===== src/rtl/flash_seq.sv =====
// SPI-flash command sequencer: opcode, 0..3 address bytes, then LEN data bytes,
// paced one byte per shifter slot, with chip-select setup/hold and abort handling.
module flash_seq #(
  parameter int BYTE_CYCLES = 16,
  parameter int CS_SETUP    = 2,
  parameter int CS_HOLD     = 2,
  parameter int LEN_W       = 9
) (
  input  logic             clk,
  input  logic             reset,
  input  logic             start,
  input  logic             abort,
  input  logic [7:0]       opcode,
  input  logic [23:0]      addr,
  input  logic [1:0]       naddr,
  input  logic [LEN_W-1:0] len,
  input  logic             dir,
  input  logic [7:0]       wr_data,
  input  logic             wr_valid,
  output logic             wr_ready,
  output logic [7:0]       rd_data,
  output logic             rd_valid,
  output logic             busy,
  output logic             done,
  output logic             aborted,
  output logic             fws,
  output logic             frs,
  output logic [7:0]       fdata_o,
  input  logic [7:0]       fdata_i,
  output logic             fcs
);

  typedef enum logic [2:0] {S_IDLE, S_SETUP, S_CMD, S_ADDR, S_DATA, S_HOLD} state_t;

  localparam int TW = $clog2(BYTE_CYCLES + CS_HOLD + CS_SETUP + 1) + 1;
  localparam logic [TW-1:0] T_MAX   = '1;
  localparam logic [TW-1:0] T_SETUP = TW'(CS_SETUP - 1);
  localparam logic [TW-1:0] T_READY = TW'(BYTE_CYCLES - 2);
  localparam logic [TW-1:0] T_SLOT  = TW'(BYTE_CYCLES - 1);
  localparam logic [TW-1:0] T_DONE  = TW'(BYTE_CYCLES);
  localparam logic [TW-1:0] T_END   = TW'(BYTE_CYCLES + CS_HOLD - 1);

  state_t           state;
  logic [TW-1:0]    tmr;        // cycles since the last byte strobe, saturating
  logic [7:0]       opcode_q;
  logic [23:0]      addr_sr;
  logic [1:0]       addr_left;
  logic [LEN_W-1:0] len_left;
  logic             dir_q;
  logic             rd_pend;
  logic             abort_seen;

  always_ff @(posedge clk) begin
    if (reset) begin
      state      <= S_IDLE;
      tmr        <= '0;
      opcode_q   <= '0;
      addr_sr    <= '0;
      addr_left  <= '0;
      len_left   <= '0;
      dir_q      <= 1'b0;
      rd_pend    <= 1'b0;
      abort_seen <= 1'b0;
      wr_ready   <= 1'b0;
      rd_data    <= '0;
      rd_valid   <= 1'b0;
      busy       <= 1'b0;
      done       <= 1'b0;
      aborted    <= 1'b0;
      fws        <= 1'b0;
      frs        <= 1'b0;
      fdata_o    <= '0;
      fcs        <= 1'b1;
    end else begin
      // NOTE: strobes default low here so every pulse below lasts exactly one cycle.
      fws      <= 1'b0;
      frs      <= 1'b0;
      done     <= 1'b0;
      rd_valid <= frs;
      if (frs) rd_data <= fdata_i;
      if (tmr != T_MAX) tmr <= tmr + TW'(1);

      // A read slot finishes on its own, even after an abort has moved us to HOLD.
      if (rd_pend && tmr == T_SLOT) begin
        frs     <= 1'b1;
        rd_pend <= 1'b0;
      end

      case (state)
        S_IDLE: begin
          if (start) begin
            opcode_q   <= opcode;
            len_left   <= len;
            dir_q      <= dir;
            addr_left  <= naddr;
            case (naddr)
              2'd1:    addr_sr <= {addr[7:0], 16'h0000};
              2'd2:    addr_sr <= {addr[15:0], 8'h00};
              default: addr_sr <= addr;
            endcase
            aborted    <= 1'b0;
            abort_seen <= 1'b0;
            busy       <= 1'b1;
            fcs        <= 1'b0;
            tmr        <= '0;
            state      <= S_SETUP;
          end
        end

        S_SETUP: begin
          if (abort) begin
            abort_seen <= 1'b1;
            tmr        <= T_DONE;
            state      <= S_HOLD;
          end else if (tmr == T_SETUP) begin
            fws     <= 1'b1;
            fdata_o <= opcode_q;
            tmr     <= '0;
            state   <= S_CMD;
          end
        end

        S_CMD, S_ADDR, S_DATA: begin
          if (abort) begin
            abort_seen <= 1'b1;
            wr_ready   <= 1'b0;
            state      <= S_HOLD;
            // Stalled on write data: the last slot is already over.
            if (wr_ready) tmr <= T_DONE;
          end else if (state == S_DATA && !dir_q) begin
            if (wr_ready) begin
              if (wr_valid) begin
                fws      <= 1'b1;
                fdata_o  <= wr_data;
                tmr      <= '0;
                len_left <= len_left - LEN_W'(1);
                wr_ready <= 1'b0;
              end
            end else if (tmr == T_READY) begin
              if (len_left != '0) wr_ready <= 1'b1;
              else                state    <= S_HOLD;
            end
          end else if (addr_left == 2'd0 && len_left != '0 && !dir_q) begin
            // Open the write handshake one cycle early so data can strobe on the slot boundary.
            if (tmr == T_READY) begin
              wr_ready <= 1'b1;
              state    <= S_DATA;
            end
          end else if (tmr == T_SLOT) begin
            if (addr_left != 2'd0) begin
              fws       <= 1'b1;
              fdata_o   <= addr_sr[23:16];
              addr_sr   <= {addr_sr[15:0], 8'h00};
              addr_left <= addr_left - 2'd1;
              tmr       <= '0;
              state     <= S_ADDR;
            end else if (len_left != '0) begin
              fws      <= 1'b1;
              fdata_o  <= 8'hFF;
              rd_pend  <= 1'b1;
              len_left <= len_left - LEN_W'(1);
              tmr      <= '0;
              state    <= S_DATA;
            end else begin
              state <= S_HOLD;
            end
          end
        end

        S_HOLD: begin
          if (tmr == T_END) begin
            fcs     <= 1'b1;
            busy    <= 1'b0;
            done    <= 1'b1;
            aborted <= abort_seen;
            state   <= S_IDLE;
          end
        end

        default: state <= S_IDLE;
      endcase
    end
  end

endmodule


===== config.mk =====
export PLATFORM = sky130hd
export DESIGN_NAME = flash_seq
export DESIGN_NICKNAME = d
export VERILOG_FILES = /design/src/rtl/flash_seq.sv
export SDC_FILE = /design/constraint.sdc
export NUM_CORES = 1
export LEC_CHECK = 0
export ABC_AREA = 1
export CORE_MARGIN = 5
export CORE_UTILIZATION = 52
export DETAILED_ROUTE_END_ITERATION = 8
export PLACE_DENSITY = 0.8
export SKIP_LAST_GASP = 1
export SYNTH_ARGS = -nofsm -noshare
export SYNTH_HDL_FRONTEND = slang
export SYNTH_SLANG_ARGS = --single-unit

===== constraint.sdc =====
create_clock -name clk -period 2.4 [get_ports clk]
set_input_delay 0.48 -clock clk [delete_from_list [all_inputs] [get_ports clk]]
set_output_delay 0.48 -clock clk [all_outputs]
set_load 0.05 [all_outputs]

==> impl_metrics.tcl <==
set metrics [dict create \
    status "finished, final reports clean" \
    cts_tree "built" \
    diodes 0 \
    firstDrtPassIters 4 \
    yosys.area.top_type_share_pct 35.34 \
    clk_path_buf_depth 2 \
    grt_pass1_vias 4590 \
    synthToLayoutAreaGrowth_pct 27.12 \
    ant_nets 0 \
    synth_fp_nets 777 \
    peakVddDrop_v 0.0004661 \
    wl_per_cell_um 13.48 \
    power_frac_comb_pct 56.3 \
    drv_cap 0 \
    place_hpwl_um 8881 \
    synth-async-reset-ratio_pct 0 \
    cts.sinks 79 \
    cts_buffers 9 \
    period_minus_slack_ns 2.190 \
    clock_latency_ns 0.36 \
    cp_data_required_time_ns 1.92 \
    rsz0062_at_grt "false" \
    postSynthCellCount 704 \
    final-hold-violation-count 0 \
    fmax_ghz 0.4567 \
    routed_wl_um 12150 \
    worstPathCellList "clkdlybuf4s50_1" \
    routabilityCongestion 0.9258 \
    die_area_mm2 0.01056 \
    cp.depth 1 \
    critical_path_buf_inv_count 1 \
    synth-main-ff-cell "dfxtp_1" \
    fin_setup_tns_ns 0 \
    cp-end-kind "output pin" \
    num_rows 33 \
    crit_start "frs" \
    regToRegSetupSlack_ns 0.35 \
    worst_pin_slew_ns 0.5160 \
    synth_edf_count 0 \
    worst-r2r-cell-count 13 \
    worstSetupPathType "reg2out" \
    die_w_um 102.8 \
    fillers 736 \
    seq_power_share_pct 28.1 \
    hold_buffers 0 \
    powerDensity_mw_per_mm2 1177 \
    drv_slew 0 \
    mappedNetlistArea_mm2 0.004476 \
    relSlewSlack_pct 65.50 \
    grt_usage_pct 23.83 \
    portBuffers 88 \
    ys_ff_latch 79 \
    p_leak_nw 2.560 \
    startpoint_type "flop" \
    clockRootBuffer "clkbuf_8" \
    antenna_found_initial 0 \
    synth_top_cell_by_area "dfxtp_1" \
    finalSetupViolCount 0 \
    avgSynthCellArea_um2 6.357 \
    cts.reportedPaths.clkPinSlew_ns 0.09 \
    crit_slowest_cell "clkdlybuf4s50_1" \
    h-tree-depth 3 \
    drc 0 \
    ys_types 34 \
    synth_most_common_cell "nand2_1" \
    final_nets 864 \
    grt_max_degree 38 \
    grt-ovfl-total 0 \
    cts_resized 0 \
    swShare_pct 48.27 \
    synth_commonest_cells "153 x nand2_1, 152 x nor2_1, 86 x o21ai_0" \
    fin_crit_sh_pct 91.24 \
    p_sw_mw 3.232 \
    power_mw 6.695 \
    intPower_mw 3.463 \
    cp_top_family "buffers and inverters" \
    yosysSeqAreaShare_pct 35.34 \
    cts_setup_buffers 0 \
    ys_warn_count 0 \
    die_h_um 102.8 \
    arrival_ns 1.71 \
    worst-path-max-fanout 10 \
    drive_above_1_share_pct 8.543 \
    placed_cell_area_mm2 0.005487 \
    fin_area_mm2 0.005689 \
    max_stage_delay_ns 0.86 \
    ios 89 \
    utilization_pct 68.55 \
    r2r-end "fdata_o[1]" \
    core_area_mm2 0.008299 \
    finalClockSkew_ns 0.01488 \
    dr_total_vias 4766 \
    drt-initial-drc-count 240 \
    synth_area_leaders "dfxtp_1 35%, nand2_1 13%, nor2_1 13%" \
    grt_pass1_wl_um 20310 \
    reg2reg_from "len_left[0]" \
    initial_core_util_pct 53.93 \
    hp-class "reg2reg" \
    p_clk_share_pct 15.6 \
    cp-endpoint "frs" \
    whs_ns 0.4510 \
    routed_via_density 5.290 \
]
worst min path at each step:
stage                from          to  slack [ns]  cells past startpoint
2_1_floorplan        flop         frs        0.41                      2
3_3_place_gp   addr_sr[6]  addr_sr[6]        0.43                      2
3_5_place_dp   addr_sr[6]  addr_sr[6]        0.44                      2
4_1_cts        addr_sr[6]  addr_sr[6]        0.45                      2
5_1_grt        addr_sr[1]  addr_sr[1]        0.49                      2
6_report       addr_sr[6]  addr_sr[6]        0.45                      2
placed cells by master (no fill, tap or decap), drive strengths merged, types with 7 or more instances in the layout:
| master | n |
|---|---|
| a21oi | 38 |
| buf | 21 |
| clkbuf | 9 |
| clkdlybuf4s50 | 88 |
| dfxtp | 79 |
| ha | 8 |
| inv | 64 |
| nand2 | 158 |
| nand3 | 43 |
| nor2 | 160 |
| o21ai | 88 |
| o311ai | 7 |
power by group through the flow:
stage               combinational, mW  clock [mW]  sequential (mW)
finish                           3.77        1.04             1.88
CTS                              3.76        1.06             1.88
detailed placement               3.74           0             1.91
global placement                 3.66           0             1.89
floorplan                        2.56           0             2.17
global route                     4.23        1.13             1.92
cells by family after synthesis:
family,count (synthesis),share of synthesized area (%)
adders and majority gates,8,2.237
DFF,79,35.34
xor gates and xnor gates,3,0.5872
and+or+nand+nor,372,34.39
AOI/OAI and AO/OA,147,18.42
buffers and inverters,95,9.030
worst register-to-register path, cell delays in order (launching register included):
cell,delay (ns)
dfxtp_1,0.36
inv_1,0.09
ha_1,0.22
nand2_1,0.07
nor2_1,0.06
nand2_2,0.10
nand2_1,0.11
nor2_2,0.17
nand2_1,0.09
nand2_1,0.12
nand2_2,0.27
nand3_1,0.20
nand2_1,0.06
nor2_1,0.09
layout make-up:
cell class | instances | area [um^2] | share of cell area [%]
sequential | 79 | 1582 | 27.80
clock buffer | 9 | 123.9 | 2.177
timing repair buffer | 109 | 1051 | 18.47
tap | 105 | 131.4 | 2.309
clock inverter | 7 | 78.83 | 1.386
inverter | 62 | 232.7 | 4.091
multi-input combinational | 530 | 2490 | 43.77
sequential cells by signal, indices dropped and copies added, names as in the netlist, named ones only:
signal / cells
abort_seen: 1
aborted: 1
addr_left: 2
addr_sr: 24
busy: 1
dir_q: 1
done: 1
fcs: 1
fdata_o: 8
frs: 1
fws: 1
len_left: 9
opcode_q: 8
rd_data: 8
rd_valid: 1
state: 3
tmr: 6
wr_ready: 1
per-stage QoR:
| step | worst slack [ns] | instances |
|---|---|---|
| global placement | 0.1474 | 885 |
| floorplan | 0.4275 | 704 |
| detailed placement | 0.08914 | 885 |
| finish | 0.2103 | 901 |
| global route | 0.07966 | 901 |
| CTS | 0.1841 | 901 |
per-layer routing:
metal | vias up | wire [um] | part of all wire, % | GRT usage (%)
li1 | 2436 | - | - | -
met1 | 2140 | 5151 | 42 | 28.24
met2 | 175 | 5950 | 49 | 42.65
met3 | 15 | 926 | 7.6 | 5.954
met4 | 0 | 117 | 0.96 | 6.773
met5 | - | 0 | 0 | 0
Note: power is estimated with default switching activity, not from simulation.
==> variant, RTL diff (same settings) <==
Reset style: asynchronous (`reset`), changed in one clocked block.
--- a/src/rtl/flash_seq.sv
+++ b/src/rtl/flash_seq.sv
@@ -51,5 +51,5 @@
   logic             abort_seen;
 
-  always_ff @(posedge clk) begin
+  always_ff @(posedge clk or posedge reset) begin
     if (reset) begin
       state      <= S_IDLE;
Formal check against the unedited RTL: differs if reset is asserted again (counterexample within 4 cycles, from zero or initial values and one cycle with reset high); with reset held inactive, the same outputs for 4 cycles.
==> variant against the unedited design <==
Power increased by 6.5%. First-iteration DRC count increased by 43%. Routed wire length is 4.4% lower. Fmax shrank 3.6%. Setup slack lost 0.082 ns. Sequential power grew 15%. Via count decreased by 6.5%. Synthesized cell count decreased by 10%. Cell area up 1.9%. Sequential share of layout area up 6.3 points. Sequential cell count unchanged. Global-route usage shrank 1.2 points. Synthesized area up 0.95%.
==> variant: results (changes against the unedited design) <==
----------------------------------------------------
[Global routing]
  Total track usage ... 22.59% (was 23.83%)
  Antenna violations before repair ... 0 (unchanged)
  Largest net degree at the start of global routing ... 70 (was 38)
  Global-route wire length before repair ... 19.29 mm (was 20.31 mm)
  Via count of the first global-routing pass ... 4322 (was 4590)

[Placement]
  Cell total after placement ... 822 (was 885)
  Total placed instance area ... 5554 um2 (was 5487 um2)
  DP Wirelength ... 8.571 mm (was 8.881 mm)
  Placement-stage worst setup slack ... 0.1273 ns (was 0.08914 ns)
  Placer congestion estimate ... 0.9314 (was 0.9258)

[Synth]
  Number of distinct library cells after synthesis ... 32 (was 34)
  Ys async rst share ... 100.0% (was 0%)
  Top cell types by occurrence after synthesis ... sky130_fd_sc_hd__nand2_1 (230), sky130_fd_sc_hd__dfrtp_1 (78), sky130_fd_sc_hd__o21ai_0 (70) (was sky130_fd_sc_hd__nand2_1 (153), sky130_fd_sc_hd__nor2_1 (152), sky130_fd_sc_hd__o21ai_0 (86))
  Part of the Yosys area used for sequential elements ... 43.78% (was 35.34%)
  Number of cells produced by synthesis ... 632 (was 704)
  Nets in the synthesized netlist ... 705 (was 777)

[Power]
  Standby leakage power ... 2.928 nW (was 2.560 nW)
  Sw Ratio ... 46.99% (was 48.27%)
  Maximum ir drop on the vdd rail ... 751.6 uV (was 466.1 uV)
  Internal power consumption ... 3.778 mW (was 3.463 mW)
  Total sequential power ... 2.17 mW (was 1.88 mW)
  Clock network power ... 1.20 mW (was 1.04 mW)

[Layout]
  Inverters, non-clock ... 54 (was 62)
  Number of non-clock buffers ... 103 (was 109)
  Sequential Area ... 1978 um2 (was 1582 um2)
  Multi-input gates ... 478 (was 530)
  Proportion of final cell area spent on non-clock buffers ... 17.35% (was 18.47%)
  Fill cell instance count of the final layout ... 754 (was 736)
  Share of cells above drive strength 1 ... 6.712% (was 8.543%)
  Post-route non-filler standard cell count ... 838 (was 901)
  Area added between synthesis and finish ... 28.33% (was 27.12%)
  Clock network area share ... 4.208% (was 3.563%)
  Multi-input logic area ... 2228 um2 (was 2490 um2)
  Clock buffers ... 10 (was 9)

[Clocking]
  Post-cts sizing count ... 0 (unchanged)

[Timing]
  Post-route clock skew ... 0.01220 ns (was 0.01488 ns)
  Pin slew with the least headroom to its limit ... 0.5155 ns (was 0.5160 ns)

[Route]
  Sum of routed wire length over all layers ... 11.61 mm (was 12.15 mm)
  Via density per instance ... 5.315 (was 5.290)
  Iter 0 DRT Violations ... 342 (was 240)
  First drt pass iteration count ... 7 (was 4)

[Run status]
  Result of the run ... finished, final reports clean (unchanged)

[Worst hold path]
  Min-delay worst type ... primary input to asynchronous set/reset pin (was register to register)

[Critical path]
  Arrival time of data at the critical path endpoint ... 1.79 ns (was 1.71 ns)
  Slowest stage delay, CP ... 0.88 ns (was 0.86 ns)

[Floorplanning]
  Count of standard-cell rows ... 34 (was 33)

----------------------------------------------------
variant: cell count changes after synthesis, moves of 16 or more:
cell / unedited run / this run
sky130_fd_sc_hd__a21oi_1: 30 / 12
sky130_fd_sc_hd__dfrtp_1: 0 / 78
sky130_fd_sc_hd__dfxtp_1: 79 / 0
sky130_fd_sc_hd__nand2_1: 153 / 230
sky130_fd_sc_hd__nand3_1: 40 / 64
sky130_fd_sc_hd__nor2_1: 152 / 51
sky130_fd_sc_hd__o21ai_0: 86 / 70
variant: layer usage:
layer | up-vias | wire length [um] | global-route usage (%)
met4 | 0 | 144 | 5.876
met5 | - | 0 | 0
met3 | 13 | 623 | 3.823
li1 | 2229 | - | -
met1 | 2070 | 4842 | 28.27
met2 | 142 | 6001 | 40.45
variant: path summary, 6_finish.rpt:
kind | start | endpoint | slack, ns | depth (start not counted)
worst max-delay path | frs$_DFF_PP0_ | frs | 0.13 | 1
worst min-delay path | reset | rd_data[0]$_DFFE_PP0P_ | 0.43 | 2
worst max register to register | tmr[0]$_DFF_PP0_ | addr_sr[21]$_DFFE_PP0P_ | 0.39 | 8
worst min register to register | addr_sr[1]$_DFFE_PP0P_ | addr_sr[1]$_DFFE_PP0P_ | 0.47 | 2
max in group asynchronous | reset | fcs$_DFFE_PP1P_ | 1.34 | 3
min in group clk | addr_sr[1]$_DFFE_PP0P_ | addr_sr[1]$_DFFE_PP0P_ | 0.47 | 2
variant: logic make-up after synthesis:
| group | after synthesis | synth area share [%] |
|---|---|---|
| flops | 79 | 43.78 |
| compound gates | 95 | 11.08 |
| mux | 8 | 1.994 |
| buf+inv | 75 | 6.895 |
| xor+xnor | 3 | 0.5817 |
| fa+ha+maj | 8 | 2.216 |
| simple gates | 364 | 33.45 |
